File: config.mk
export PLATFORM = sky130hd
export DESIGN_NAME = serial_loader
export DESIGN_NICKNAME = d
export VERILOG_FILES = /design/src/rtl/serial_loader.sv
export SDC_FILE = /design/constraint.sdc
export NUM_CORES = 1
export LEC_CHECK = 0
export ABC_CLOCK_PERIOD_IN_PS = 2300
export CAP_MARGIN = 20
export CORE_MARGIN = 1.5
export CORE_UTILIZATION = 52
export CTS_CLUSTER_DIAMETER = 60
export DETAILED_ROUTE_END_ITERATION = 10
export HOLD_SLACK_MARGIN = 0.03
export PLACE_DENSITY = 0.77
export SLEW_MARGIN = 20
export SYNTH_ARGS = -nofsm -noshare
export SYNTH_HDL_FRONTEND = slang
export SYNTH_SLANG_ARGS = --single-unit
export TNS_END_PERCENT = 10
File: constraint.sdc
create_clock -name clk -period 2.3 [get_ports clk]
set_input_delay 0.69 -clock clk [delete_from_list [all_inputs] [get_ports clk]]
set_output_delay 0.69 -clock clk [all_outputs]
set_load 0.03 [all_outputs]
File: src/rtl/serial_loader.sv
// Serial frame loader: shifts in a WIDTH-bit payload MSB first plus one even-parity bit,
// then presents the payload on data with a one-cycle enable strobe, or flags perr.
module serial_loader #(
  parameter int unsigned WIDTH = 8
) (
  input  logic             clk,
  input  logic             rst_,
  input  logic             start,
  input  logic             sin,
  output logic [WIDTH-1:0] data,
  output logic             enable,
  output logic             busy,
  output logic             perr
);

  localparam int unsigned CntW = $clog2(WIDTH + 1);
  localparam logic [CntW-1:0] LastBit = CntW'(WIDTH - 1);
  localparam logic [CntW-1:0] CntOne  = CntW'(1);

  typedef enum logic [1:0] {StIdle, StShift, StParity} state_e;

  state_e           state_q;
  logic [CntW-1:0]  cnt_q;
  logic [WIDTH-1:0] shift_q;
  logic [WIDTH:0]   shift_next;
  logic             frame_ok;

  // Extended vector keeps the shift legal for WIDTH == 1.
  assign shift_next = {shift_q, sin};
  // Even parity over payload plus the parity bit currently on sin.
  assign frame_ok   = ~(^{shift_q, sin});

  always_ff @(posedge clk or negedge rst_) begin
    if (!rst_) begin
      state_q <= StIdle;
      cnt_q   <= '0;
      shift_q <= '0;
      data    <= '0;
      enable  <= 1'b0;
      busy    <= 1'b0;
      perr    <= 1'b0;
    end else begin
      enable <= 1'b0;
      perr   <= 1'b0;
      unique case (state_q)
        StIdle: begin
          if (start) begin
            state_q <= StShift;
            cnt_q   <= '0;
            busy    <= 1'b1;
          end
        end
        StShift: begin
          shift_q <= shift_next[WIDTH-1:0];
          cnt_q   <= cnt_q + CntOne;
          if (cnt_q == LastBit) begin
            state_q <= StParity;
          end
        end
        StParity: begin
          state_q <= StIdle;
          busy    <= 1'b0;
          if (frame_ok) begin
            data   <= shift_q;
            enable <= 1'b1;
          end else begin
            perr <= 1'b1;
          end
        end
        default: begin
          state_q <= StIdle;
          busy    <= 1'b0;
        end
      endcase
    end
  end

endmodule

* Word level (Yosys, flattened, before mapping)
Index checks and enable logic that the tools add are counted.
** Word-level totals
- Flip-flop bits (word level) :: 25
- Input bits :: 4
- Output and inout bits :: 11
- Word-level logic and storage cells :: 33
** Operators by class
- Add/sub/neg operators :: 1
- Eq/ne operators :: 5
- Mux-type cells :: 11
- Bitwise logic cells :: 2
- Reductions and logical operators :: 7
** Operators with widths (count)
- $reduce_xor A9 Y1 :: 1
- $pmux W4 S2 :: 1
- $reduce_and A2 Y1 :: 4
- $mux W1 :: 5
- $add A4 B1 Y4 const B :: 1
- $eq A4 B3 Y1 const B :: 1
- $mux W2 :: 2
- $mux W4 :: 1
- $ne A2 B2 Y1 const B :: 2
- $pmux W2 S2 :: 1
- $eq A2 B1 Y1 const B :: 1
- $eq A2 B2 Y1 const B :: 1
- $logic_not A2 Y1 :: 1
- $not A1 Y1 :: 2
- $pmux W1 S2 :: 1
- $reduce_bool A2 Y1 :: 1

* Logic depth before layout (Yosys ltp)
Gate-level depths: netlist of the first run.
- Word-level depth :: 3
- Depth in mapped cells :: 5
- Mapped depth without buffers :: 5

* Least setup slack after synthesis of the first run
OpenSTA, ideal clock, no wires.
- Path type :: input-to-reg
- Start point :: in sin
- End point :: reg data[0]
- Setup time :: 0.125 ns
- Arrival :: 1.909 ns
- Required time :: 2.175 ns
- Setup slack :: 0.266 ns
- Cell stages on the path :: 5
- Buffers on the path :: 0
- Cells stage by stage :: xnor2_1 xnor2_1 xnor3_2 nand2_4 mux2_2
** Between the ends
- Word-level cells in the longest chain between the ends :: 3
** RTL lines
- start, declared :: RTL line 9 : input logic sin,
- $reduce_xor A9 Y1 :: RTL line 31 : assign frame_ok = ~(^{shift_q, sin});
- $not A1 Y1 (no line)
- $reduce_and A2 Y1 (no line)
- end signal, assigned :: RTL line 64 : data <= shift_q;
- end, declared :: RTL line 10 : output logic [WIDTH-1:0] data,
No other way between the ends.
A chain may end at the register's enable or synchronous reset.

* Worst setup path after layout of the first run
- Start point :: in sin
- End point :: reg data[3]
The elaborated chain is that of the path after synthesis.

==> flow_summary_export.csv, run 1 <==
group,metric,value,unit
sta,finalCriticalPeriod,2.20,ns
global_routing,grt_usage,0.174,
sta,whs,0.520,ns
placement,dpl_cell_area,0.00124,mm^2
detailed_routing,drt-total-wl,1.60,mm
logic_synthesis,ys_seq_elements,25,
critical_path,regToRegSetupSlack,0.43,ns
logic_synthesis,synth.most_common_cell,"dfrtp_1",
pwr,p_clk_frac,0.094,
logic_synthesis,ys_warn_count,0,
global_routing,grt_pass1_wl,2.70,mm
sta,post-route-period-util,0.957,
finish,nFillCells,158,
finish,synthToLayoutAreaGrowth,20.0,%
sta,worstMarginPinSlew,0.495,ns
placement,gp_congestion,0.747,
status,status,"completed",
clocking,cts_hold_buffers,0,
critical_path,cp_max_fo,8,
sta,rsz0062_at_grt,"no",
finish,nets,107,
clocking,clk_pin_slew,0.12,ns
clocking,cts-root-buf,"clkbuf_4",
sta,fin_skew,0.00602,ns
detailed_routing,antenna_left,0,
finish,utilization,0.652,
critical_path,crit_required,2.50,ns
floorplan,start_util,0.543,
floorplan,num_rows,16,
logic_synthesis,avgSynthCellArea,12.9,um^2
finish,design_area,0.00127,mm^2
sta,timing.fmax,0.454,GHz
logic_synthesis,synth_nets,87,
job,cap_violations,0,
pwr,p_leak,0.578,nW
critical_path,endpoint_kind,"flip-flop",
detailed_routing,firstDrtPassIters,4,
placement,port_buffers,14,
clocking,insertion_delay,0.31,ns
pwr,power_frac_seq,0.387,
pwr,total_power,0.00200,W
placement,place_hpwl,1.12,mm
global_routing,antenna_found_initial,0,
logic_synthesis,yosys.cell_types.count,19,
clocking,cts_max_level,1,
clocking,numCtsBuffers,3,
global_routing,overflow,0,
logic_synthesis,yosys-top-cells-area,"dfrtp_1 59%, mux2_2 16%, xnor2_1 5.0%",
global_routing,grt_pass1_vias,607,
clocking,cts_tree,"built",
sta,drv_slew,0,
sta,relSlewSlack,0.670,
logic_synthesis,synth-seq-area-share,0.593,
sta,hold_viol_final,0,
pwr,switching_share,0.387,
floorplan,ios,15,
logic_synthesis,ys_top_cells_by_count,"25 x dfrtp_1, 15 x mux2_2, 6 x nand2_1, 6 x o21ai_0, 6 x xnor2_1",
detailed_routing,drc,0,
clocking,cts_buffer_depth,2,
finish,antenna_cells,0,
pwr,peakVddDrop,1.09,mV
logic_synthesis,syn_area,0.00105,mm^2
detailed_routing,vias_per_cell,4.91,
pwr,combinationalPowerShare,0.519,
logic_synthesis,yosysTopAreaCell,"dfrtp_1",
finish,drive_gt1_frac,0.218,
logic_synthesis,synth_ff_type,"dfrtp_1",
clocking,cts_resized,0,
detailed_routing,num_vias,628,
hold_path,hold_path.class,"reg -> reg",
logic_synthesis,synth_edf_count,0,
logic_synthesis,synth_top_area_frac,0.593,
logic_synthesis,syn-instance-count,82,
detailed_routing,wl_per_cell,12.5,um
clocking,cts_num_sinks,25,
floorplan,core_area,0.00194,mm^2
floorplan,dieHeight,48.0,um
pwr,internal_power,0.00123,W
pwr,switchingPower,0.000774,W
critical_path,worstPathArrival,2.41,ns
critical_path,crit_path_start_kind,"input port",
clocking,postCtsSetupBuffers,0,
sta,setup_viol,0,
global_routing,grt_max_degree,26,
detailed_routing,drt_iter0_markers,9,
logic_synthesis,async_flop_share,1.00,
pwr,p_per_area,1580,mW/mm^2
floorplan,die_w,48.0,um
critical_path,path_class,"in -> reg",
floorplan,dieArea,0.00231,mm^2
sta,tns,0,ns
cell type report:
cell class | count | area, um^2 | share of cell area
timing repair buffer | 16 | 155 | 0.123
multi-input combinational | 52 | 410 | 0.324
inverter | 4 | 15.0 | 0.0119
sequential | 25 | 626 | 0.494
tap | 27 | 33.8 | 0.0267
clock buffer | 4 | 26.3 | 0.0208
state kept, by name, indices dropped and copies added (netlist names):
| register | flops |
|---|---|
| state_q | 2 |
| busy | 1 |
| shift_q | 8 |
| enable | 1 |
| perr | 1 |
| cnt_q | 4 |
| data | 8 |
cells by family (layout without fill, tap and decap cells):
family	count (synthesis)	in the layout	synth area share
fa+ha+maj	1	1	0.0119
simple gates	16	16	0.0724
mux	16	16	0.170
xor+xnor	8	8	0.0807
compound gates	11	11	0.0546
buf+inv	5	24	0.0178
flops	25	25	0.593
cell usage in the layout (no fill, tap or decap), types with 3 or more instances in the layout:
| master | n |
|---|---|
| o21ai_0 | 6 |
| clkbuf_4 | 3 |
| mux2_2 | 15 |
| a21oi_1 | 4 |
| nor2_1 | 4 |
| nand2_1 | 6 |
| xnor2_1 | 6 |
| dfrtp_1 | 25 |
| inv_1 | 4 |
| clkdlybuf4s50_1 | 14 |
through the flow:
| stage | setup slack (ns) | instances |
|---|---|---|
| 6_report | 0.0996 | 128 |
| 5_1_grt | 0.0164 | 128 |
| 4_1_cts | 0.0961 | 128 |
| 3_5_place_dp | -0.239 | 124 |
| 3_3_place_gp | -0.210 | 124 |
| 2_1_floorplan | 0.266 | 82 |
power groups by stage:
stage / Combinational (W) / Sequential, W / Clock (W)
2_1_floorplan: 0.000677 / 0.000868 / 0
3_3_place_gp: 0.00101 / 0.000780 / 0
3_5_place_dp: 0.00106 / 0.000788 / 0
4_1_cts: 0.00105 / 0.000779 / 0.000197
5_1_grt: 0.00115 / 0.000810 / 0.000212
6_report: 0.00104 / 0.000776 / 0.000188
critical path: stages:
cell and delay [ns]:
clkdlybuf4s50_1 0.43, xnor2_1 0.15, xnor2_1 0.23, xnor3_2 0.42, nand2_4 0.14, mux2_2 0.34
metal layers:
layer	share of wire	global-route usage	vias up
li1	-	-	315
met5	0	0	-
met2	0.44	0.243	11
met3	0.027	0.0453	4
met4	0.013	0.0811	0
met1	0.52	0.252	298
final timing paths:
path                       depth (start not counted)                      to                   start
setup / recovery                                   6     data[3]$_DFFE_PN0P_                     sin
hold / removal                                     1     data[2]$_DFFE_PN0P_     data[2]$_DFFE_PN0P_
setup reg to reg                                   5     data[3]$_DFFE_PN0P_  shift_q[2]$_DFFE_PN0P_
hold reg to reg                                    1     data[2]$_DFFE_PN0P_     data[2]$_DFFE_PN0P_
max in group asynchronous                          2     data[4]$_DFFE_PN0P_                    rst_
min in group asynchronous                          2  shift_q[6]$_DFFE_PN0P_                    rst_
Note: power is estimated with default switching activity, not from simulation.
==> run 2, diff against run 1 <==
- CORE_UTILIZATION: 52 -> 46
- PLACE_DENSITY: 0.77 -> 0.69
==> run 2 against run 1 <==
- worst hold slack got worse by 0.0053 ns
- clock-buffer cell count shrank 1
- maximum frequency is 0.63% higher
- sequential cell count is the same
- via count is 3.0% higher
- sequential share of layout area down 0.19 points
- total power is 0.42% higher
- first-iteration DRC count up 56%
- clock power grew 5%
- cell count up 0.78%
- combinational power barely moved
- critical path depth unchanged
==> flow_summary_export.csv, run 2 (same netlist as run 1, synthesis figures left out) <==
group,metric,value,unit
status,status,"completed",
sta,drv_slew,0,
detailed_routing,firstDrtPassIters,4,
placement,port_buffers,14,
clocking,postCtsSetupBuffers,0,
floorplan,num_rows,17,
sta,finalCriticalPeriod,2.19,ns
clocking,cts_buffer_depth,2,
detailed_routing,drt-met1-wl,784,um
clocking,cts-root-buf,"clkbuf_4",
clocking,cts_hold_buffers,0,
global_routing,grt_pass1_wl,2.97,mm
finish,multi_input_area,410,um^2
detailed_routing,wl_per_cell,12.6,um
hold_path,worstHoldStart,"busy$_DFFE_PN0P_",
clocking,cts_num_sinks,25,
critical_path,crit_path_start_kind,"input port",
global_routing,grt_max_degree,26,
critical_path,path_class,"in -> reg",
placement,gp_congestion,0.735,
finish,nets,107,
detailed_routing,route.met3.wl,53,um
finish,final_common_cell,"dfrtp_1",
global_routing,grt_pass1_vias,670,
critical_path,r2r-start,"shift_q[2]$_DFFE_PN0P_",
floorplan,die_w,50.9,um
clocking,insertion_delay,0.32,ns
floorplan,dieHeight,50.9,um
pwr,total_power,0.00201,W
pwr,peakVddDrop,0.777,mV
critical_path,cp_max_fo,8,
finish,regArea,626,um^2
job,cap_violations,0,
sta,hold_viol_final,0,
critical_path,crit_required,2.52,ns
clocking,clk_pin_slew,0.14,ns
detailed_routing,antenna_left,0,
hold_path,hold_path.class,"reg -> reg",
sta,worstMarginPinSlew,0.491,ns
pwr,p_per_area,1580,mW/mm^2
detailed_routing,vias_per_cell,5.02,
floorplan,core_area,0.00219,mm^2
finish,top_regs,"data: 8 flops, shift_q: 8 flops, cnt_q: 4 flops",
critical_path,regToRegSetupSlack,0.44,ns
sta,relSlewSlack,0.673,
placement,place_hpwl,1.14,mm
global_routing,antenna_found_initial,0,
finish,final_cell_mix,"25 x dfrtp_1, 15 x mux2_2, 14 x clkdlybuf4s50_1",
critical_path,r2r_cells,5,
clocking,cts_max_level,1,
detailed_routing,num_vias,647,
critical_path,r2r-end,"data[2]$_DFFE_PN0P_",
floorplan,start_util,0.481,
floorplan,dieArea,0.00259,mm^2
finish,synthToLayoutAreaGrowth,20.5,%
detailed_routing,highest_layer,"met4",
sta,timing.fmax,0.457,GHz
critical_path,endpoint_kind,"flip-flop",
hold_path,holdPathEnd,"busy$_DFFE_PN0P_",
detailed_routing,drt-total-wl,1.62,mm
sta,post-route-period-util,0.951,
finish,design_area,0.00127,mm^2
sta,fin_skew,0.00633,ns
placement,dpl_cell_area,0.00124,mm^2
placement,pre_cts_ws,-0.250,ns
finish,antenna_cells,0,
global_routing,overflow,0,
sta,setup_ws,0.113,ns
sta,rsz0062_at_grt,"no",
clocking,cts_resized,0,
clocking,numCtsBuffers,3,
sta,setup_viol,0,
finish,nFillCells,180,
global_routing,grt_usage,0.157,
pwr,p_leak,0.577,nW
hold_path,hold_depth,2,
floorplan,ios,15,
detailed_routing,drc,0,
clocking,cts_tree,"built",
detailed_routing,drt_iter0_markers,14,
critical_path,worstPathArrival,2.41,ns
detailed_routing,wl_met2,753,um
finish,utilization,0.580,
sta,tns,0,ns
finish,drive_gt1_frac,0.228,
run 2: changes by cell type in the layout (fill, tap and decap cells not counted), sizes merged:
cell	change
clkinvlp	+1
clkbuf	-1
run 2: layout make-up:
class / count / area share
Inverter: 4 / 0.0118
Clock inverter: 1 / 0.00591
Sequential cell: 25 / 0.492
Multi-Input combinational cell: 52 / 0.323
Timing Repair Buffer: 16 / 0.122
Clock buffer: 3 / 0.0177
Tap cell: 28 / 0.0276
run 2: power breakdown:
part / switching [W] / internal, W / leakage [nW]
registers: 0.000156 / 0.000620 / 0.309
clock network: 0.000131 / 0.0000664 / 0.0139
logic: 0.000497 / 0.000541 / 0.254
run 2: per-layer routing:
metal | up-vias | track usage
met5 | - | 0
met3 | 4 | 0.0351
met4 | 0 | 0.0811
met2 | 14 | 0.232
li1 | 313 | -
met1 | 316 | 0.217
run 2: worst max path at each step:
stage | from | endpoint | slack [ns] | depth (start not counted)
6_report | sin | data[2]$_DFFE_PN0P_ | 0.11 | 6
5_1_grt | sin | data[2]$_DFFE_PN0P_ | 0.07 | 6
4_1_cts | sin | data[2]$_DFFE_PN0P_ | 0.11 | 6
3_5_place_dp | sin | data[2]$_DFFE_PN0P_ | -0.25 | 6
3_3_place_gp | sin | data[3]$_DFFE_PN0P_ | -0.22 | 6
2_1_floorplan | sin | data[0]$_DFFE_PN0P_ | 0.27 | 5
run 2: metrics by stage:
stage,cells,hold WS (ns)
after global placement,125,0.485
after detailed placement,125,0.491
after floorplan,82,0.394
after CTS,129,0.520
final,129,0.514
after global routing,129,0.549
run 2: critical path, cell delays in order:
cell	delay (ns)
clkdlybuf4s50_1	0.49
xnor2_1	0.14
xnor2_1	0.18
xnor3_2	0.41
nand2_4	0.15
mux2_2	0.35
==> run 3, diff against run 2 <==
- CTS_CLUSTER_DIAMETER: 60 -> 120
==> results of run 3 <==
No change in the layout: final DEF, timing and power equal those of run 2.
